### config.mk
export PLATFORM = sky130hd
export DESIGN_NAME = snax_alu_job_sched
export DESIGN_NICKNAME = d
export VERILOG_FILES = /design/src/rtl/snax_alu_job_sched.sv
export SDC_FILE = /design/constraint.sdc
export NUM_CORES = 1
export LEC_CHECK = 0
export ABC_AREA = 1
export CAP_MARGIN = 20
export CORE_MARGIN = 2
export CORE_UTILIZATION = 60
export CTS_BUF_LIST = sky130_fd_sc_hd__clkbuf_4
export CTS_CLUSTER_SIZE = 10
export DETAILED_ROUTE_END_ITERATION = 16
export PLACE_DENSITY = 0.86
export SYNTH_ARGS = -nofsm -noshare
export SYNTH_HDL_FRONTEND = slang
export SYNTH_SLANG_ARGS = --single-unit
export TNS_END_PERCENT = 100
### constraint.sdc
create_clock -name clk_i -period 12.7 [get_ports clk_i]
set_clock_uncertainty 0.15 [all_clocks]
set_input_delay 3.175 -clock clk_i [delete_from_list [all_inputs] [get_ports clk_i]]
set_output_delay 3.175 -clock clk_i [all_outputs]
set_load 0.005 [all_outputs]
### src/rtl/snax_alu_job_sched.sv
// Job scheduler for the SNAX ALU PE array: queues {op, len} jobs, runs them one at a time
// and keeps per-job beat and cycle accounting. Optional IRQ ports under SNAX_ALU_SCHED_IRQ_EN.
module snax_alu_job_sched #(
    parameter int QueueDepth = 4,
    parameter int LenWidth   = 32,
    parameter int PerfWidth  = 32
) (
    input  logic                          clk_i,
    input  logic                          rst_ni,
    input  logic [1:0]                    job_op_i,
    input  logic [LenWidth-1:0]           job_len_i,
    input  logic                          job_valid_i,
    output logic                          job_ready_o,
    output logic [1:0]                    alu_config_o,
    output logic                          alu_in_ready_o,
    input  logic                          alu_in_fire_i,
    input  logic                          alu_out_fire_i,
    output logic                          busy_o,
    output logic [$clog2(QueueDepth):0]   queue_level_o,
    output logic [PerfWidth-1:0]          jobs_done_o,
    output logic [PerfWidth-1:0]          last_cycles_o,
    output logic                          spurious_o
`ifdef SNAX_ALU_SCHED_IRQ_EN
    ,
    output logic                          irq_o,
    input  logic                          irq_clr_i
`endif
);

    // state | meaning
    // IDLE  | no job running; pops the queue head whenever one is waiting
    // RUN   | job active, input beats still owed to the PEs
    // DRAIN | all inputs taken, waiting for the remaining output beats
    typedef enum logic [1:0] {IDLE, RUN, DRAIN} state_t;

    localparam int PtrWidth = $clog2(QueueDepth);
    localparam int LvlWidth = PtrWidth + 1;

    logic [1:0]          op_mem  [QueueDepth];
    logic [LenWidth-1:0] len_mem [QueueDepth];
    logic [PtrWidth-1:0] wr_ptr, rd_ptr;
    logic [LvlWidth-1:0] level, level_next;
    logic                full, empty, push, pop;
    logic [1:0]          head_op;
    logic [LenWidth-1:0] head_len;

    state_t               state_q, state_d;
    logic [1:0]           op_q;
    logic [LenWidth-1:0]  len_q, in_cnt, out_cnt;
    logic [PerfWidth-1:0] cyc, jobs_done, last_cycles;
    logic                 spurious, busy, in_acc, out_ok, out_acc, spur;
    logic                 complete, zero_done;

    assign full       = (level == LvlWidth'(QueueDepth));
    assign empty      = (level == '0);
    assign push       = job_valid_i && !full;
    assign head_op    = op_mem[rd_ptr];
    assign head_len   = len_mem[rd_ptr];
    assign level_next = level + LvlWidth'(push) - LvlWidth'(pop);

    always_ff @(posedge clk_i) begin
        if (push) begin
            op_mem[wr_ptr]  <= job_op_i;
            len_mem[wr_ptr] <= job_len_i;
        end
    end

    always_ff @(posedge clk_i or negedge rst_ni) begin
        if (!rst_ni) begin
            wr_ptr <= '0;
            rd_ptr <= '0;
            level  <= '0;
        end else begin
            if (push) wr_ptr <= wr_ptr + PtrWidth'(1);
            if (pop)  rd_ptr <= rd_ptr + PtrWidth'(1);
            level <= level_next;
        end
    end

    assign busy    = (state_q != IDLE);
    assign in_acc  = (state_q == RUN) && alu_in_fire_i && (in_cnt < len_q);
    assign out_ok  = busy && (out_cnt != len_q);
    assign out_acc = out_ok && alu_out_fire_i;
    assign spur    = alu_out_fire_i && !out_ok;

    // A completing job hands over to the queue head in the same cycle, so
    // back-to-back jobs run without an IDLE bubble.
    always_comb begin
        state_d   = state_q;
        pop       = 1'b0;
        complete  = 1'b0;
        zero_done = 1'b0;
        case (state_q)
            IDLE:    pop = !empty;
            RUN:     if (in_acc && (in_cnt + LenWidth'(1) == len_q)) state_d = DRAIN;
            default: ;
        endcase
        if (out_acc && (out_cnt + LenWidth'(1) == len_q)) begin
            complete = 1'b1;
            state_d  = IDLE;
            pop      = !empty;
        end
        if (pop) begin
            if (head_len == '0) zero_done = 1'b1;
            else                state_d   = RUN;
        end
    end

    always_ff @(posedge clk_i or negedge rst_ni) begin
        if (!rst_ni) begin
            state_q     <= IDLE;
            op_q        <= '0;
            len_q       <= '0;
            in_cnt      <= '0;
            out_cnt     <= '0;
            cyc         <= '0;
            jobs_done   <= '0;
            last_cycles <= '0;
            spurious    <= 1'b0;
        end else begin
            state_q <= state_d;
            if (pop) begin
                op_q    <= head_op;
                len_q   <= head_len;
                in_cnt  <= '0;
                out_cnt <= '0;
                cyc     <= '0;
            end else begin
                if (in_acc)  in_cnt  <= in_cnt + LenWidth'(1);
                if (out_acc) out_cnt <= out_cnt + LenWidth'(1);
                if (busy)    cyc     <= cyc + PerfWidth'(1);
            end
            if (complete || zero_done)
                jobs_done <= jobs_done + PerfWidth'(complete) + PerfWidth'(zero_done);
            if (zero_done)     last_cycles <= '0;
            else if (complete) last_cycles <= cyc + PerfWidth'(1);
            if (spur) spurious <= 1'b1;
        end
    end

`ifdef SNAX_ALU_SCHED_IRQ_EN
    logic irq, irq_set;
    assign irq_set = (complete || zero_done) && (state_d == IDLE) && (level_next == '0);

    always_ff @(posedge clk_i or negedge rst_ni) begin
        if (!rst_ni)        irq <= 1'b0;
        else if (irq_set)   irq <= 1'b1;
        else if (irq_clr_i) irq <= 1'b0;
    end
    assign irq_o = irq;
`endif

    assign job_ready_o    = !full;
    assign alu_config_o   = op_q;
    assign alu_in_ready_o = (state_q == RUN) && (in_cnt < len_q);
    assign busy_o         = busy;
    assign queue_level_o  = level;
    assign jobs_done_o    = jobs_done;
    assign last_cycles_o  = last_cycles;
    assign spurious_o     = spurious;

endmodule

==> metrics.cfg <==
[cts]
cts_setup_buffers=0
clk-insertion-delay-late_ns=0.80
cts_hold_buf=0
h-tree-depth=3
cts_resized=0
path_clk_slew_ns=0.06
cts_buffers=86
cts_sinks=340
cts_tree=built
cts_root_buf=clkbuf_4
cts.path.max_buffers=3

[cells_and_area]
register_area_um2=9190
area.growth.synth_to_final_pct=13.3
nFillCells=2654
layout-drive-gt1-share=0.0688
multiInputGateArea_um2=9230
final_nets=2799

[synthesis]
synth_cells=2581
async_flop_share=0.600
synth.yosys.seq_area_share=0.465
synth_area_per_cell_um2=7.65
ys_ff_latch=340
syn_nets=2664
synth_edf_count=136
synthDominantCellAreaShare=0.259
yosys_warnings=0
yosys.cell_types.count=44
ys_dominant_reg_cell=dfrtp_1
synthesis.area_um2=19700
netlist_top_cells_area=dfrtp_1 26%, edfxtp_1 21%, nand2_1 18%, nor2_1 5.5%, inv_1 4.9%
netlist.top_cell.by_area=dfrtp_1

[timing]
maxSlewHeadroom=0.331
tns_ns=0
post-route-period-util=0.536
hold_viol=0
period_needed_ns=6.81
tightestPinTransition_ns=1.00
setup_viol=0
maxSlewViolCount=0
setup_ws_ns=5.89
rsz0062_at_grt=no
max_freq_mhz=147

[grt]
grt_use_total=0.317
grt_pass1_vias=17000
antenna_found_initial=1
met1_usage=0.429
grt_first_pass_wirelength_um=85500
grtUsageMet2=0.495
grt_max_degree=130
grt_overflow=0
grt-busiest-layer=met2
grt_use_met3=0.0572

[drt]
routed_wl_um=53300
vias=18000
drt-wirelength-per-cell_um=16.5
via_per_inst=5.58
drt_iter0_drc=1716
ant_nets=0
drc=0
first_pass_iters=5

[setup_path]
rr_endpoint=jobs_done_o[30]
arrival_ns=7.31
end_kind=register
worst-r2r-cell-count=27
critPathKind=in2reg
start_kind=input port
cp_slowest_cell=nand3b_2
path_cells=clkdlybuf4s50_1, nand3_1, nor2_1, nand3_2, nand2_4, nand3b_2, inv_1, fa_1, ha_1, inv_1, nor3_1, inv_1, nor2_1, inv_1, nor2_1, nand4_1, xor2_1, nand2_1, nand2_1
cp_common_cell=inv_1
rr_startpoint=out_cnt[1]
critPathMaxStageDelay_ns=0.60
reg2reg_slack_ns=6.87
crit_path_max_fanout=33
required_ns=13.20

[pwr]
seqPwrFrac=0.512
power_frac_clock=0.360
p_leak_nw=10.3
power.share.switching=0.284
power-per-cell-area_nw_per_um2=114
pwr-share-comb=0.128
power_switching_w=0.000726
irDropWorstVdd_v=0.000147
p_int_w=0.00183

[floorplanning]
fp.dieArea_um2=34400
fp.dieW_um=185
rows=66
io-pin-count=112
core_um2=32500
start_util=0.608
die_y_um=185

[flow_run]
cap_violations=0

[hold_path]
hold_end=spurious_o
hold_path_startpoint=spurious_o
hold_depth=1
hp-class=reg2reg

[placement]
dp_slack_ns=5.22
numPortBuffers=111
place_congestion=0.971
dp_hpwl_um=37400

[status]
status=finished, final reports clean

==> Yosys cell counts, types with 2 or more instances <==
cell type / count
buf_6: 8
xnor3_1: 4
o31ai_1: 2
nand2_4: 2
nand2_2: 3
nand3_2: 6
nor3b_1: 2
o21ai_0: 74
a32o_1: 2
a22oi_1: 10
nand3_1: 169
inv_1: 259
dfrtp_1: 204
nor2_2: 5
nand2_1: 954
nand3b_1: 2
nor2_1: 291
nor3_1: 45
o311ai_0: 32
nand4_1: 27
o21bai_1: 8
o21ai_1: 29
fa_1: 2
buf_1: 6
ha_1: 42
nor2_4: 7
buf_2: 19
clkinv_1: 2
nor4_1: 16
xor2_1: 87
a21oi_1: 31
clkbuf_1: 50
xnor2_1: 35
edfxtp_1: 136
==> power groups by stage <==
stage                     combinational [W]  clock, W  sequential [W]
after floorplan                    0.000192         0         0.00132
after CTS                          0.000310  0.000935         0.00131
after global placement             0.000297         0         0.00132
after detailed placement           0.000309         0         0.00133
final                              0.000327  0.000918         0.00131
after global routing               0.000366  0.000993         0.00131
==> worst max-delay path: cells and delay by family <==
family	cells	cell delay [ns]
buf+inv	5	1.04
simple gates	11	2.46
fa+ha+maj	2	0.46
xor+xnor	1	0.16
==> per-layer routing <==
metal	vias up	routed length, um	part of all wire
met1	8417	22600	0.43
li1	8601	-	-
met2	792	24500	0.46
met5	-	0	0
met3	155	4100	0.077
met4	0	2020	0.038
==> worst max-delay path by stage <==
stage / startpoint / endpoint / slack [ns] / cells past startpoint
2_1_floorplan: alu_out_fire_i / jobs_done_o[30] / 6.97 / 19
3_3_place_gp: alu_out_fire_i / jobs_done_o[30] / 4.50 / 19
3_5_place_dp: alu_out_fire_i / jobs_done_o[30] / 5.22 / 19
4_1_cts: len_q[1] / alu_in_ready_o / 6.01 / 10
5_1_grt: alu_out_fire_i / jobs_done_o[30] / 5.51 / 19
6_report: alu_out_fire_i / jobs_done_o[30] / 5.89 / 19
==> area by class of cell <==
cell class                 instances  share of cell area
multi-input combinational       1895               0.412
sequential                       340               0.411
timing repair buffer             131              0.0603
inverter                         262              0.0440
clock buffer                     127              0.0426
tap                              442              0.0247
clock inverter                    23             0.00492
antenna                            1            0.000112
==> sequential cells by signal, summed over array words and instances (netlist names), 8 cells and up <==
name           count
out_cnt           32
in_cnt            32
len_mem          128
cyc               32
last_cycles_o     32
jobs_done_o       32
op_mem             8
len_q             32
==> logic make-up (layout without fill, tap and decap cells) <==
| group | after synthesis | in the layout | share of synthesized area |
|---|---|---|---|
| simple gates | 1532 | 1532 | 0.319 |
| buf+inv | 346 | 543 | 0.0702 |
| flops | 340 | 340 | 0.465 |
| compound gates | 193 | 193 | 0.0586 |
| xor+xnor | 126 | 126 | 0.0587 |
| fa+ha+maj | 44 | 44 | 0.0286 |
| other cells | 0 | 1 | 0 |
==> metrics by stage <==
step	std cells	cell area [um2]	hold slack (ns)	power, W	utilization
5_1_grt	3221	22400	0.358	0.00267	0.689
4_1_cts	3214	22300	0.333	0.00255	0.686
6_report	3221	22400	0.326	0.00255	0.689
3_5_place_dp	3064	21200	0.315	0.00164	0.653
2_1_floorplan	2581	19700	0.318	0.00151	-
3_3_place_gp	3063	21200	0.311	0.00162	0.652
==> cells in the final DEF (no fill, tap or decap), types with 5 or more instances in the layout <==
| cell | count |
|---|---|
| a21oi_1 | 31 |
| a22oi_1 | 10 |
| buf_12 | 6 |
| buf_4 | 13 |
| clkbuf_4 | 127 |
| clkdlybuf4s50_1 | 110 |
| clkinv_1 | 17 |
| dfrtp_1 | 203 |
| edfxtp_1 | 136 |
| ha_1 | 42 |
| inv_1 | 258 |
| nand2_1 | 954 |
| nand3_1 | 169 |
| nand3_2 | 6 |
| nand4_1 | 27 |
| nor2_1 | 286 |
| nor2_2 | 5 |
| nor2_4 | 12 |
| nor3_1 | 44 |
| nor4_1 | 16 |
| o21ai_0 | 74 |
| o21ai_1 | 29 |
| o21bai_1 | 8 |
| o311ai_0 | 32 |
| xnor2_1 | 35 |
| xor2_1 | 87 |
No activity file was read; power rests on OpenSTA's default activity.
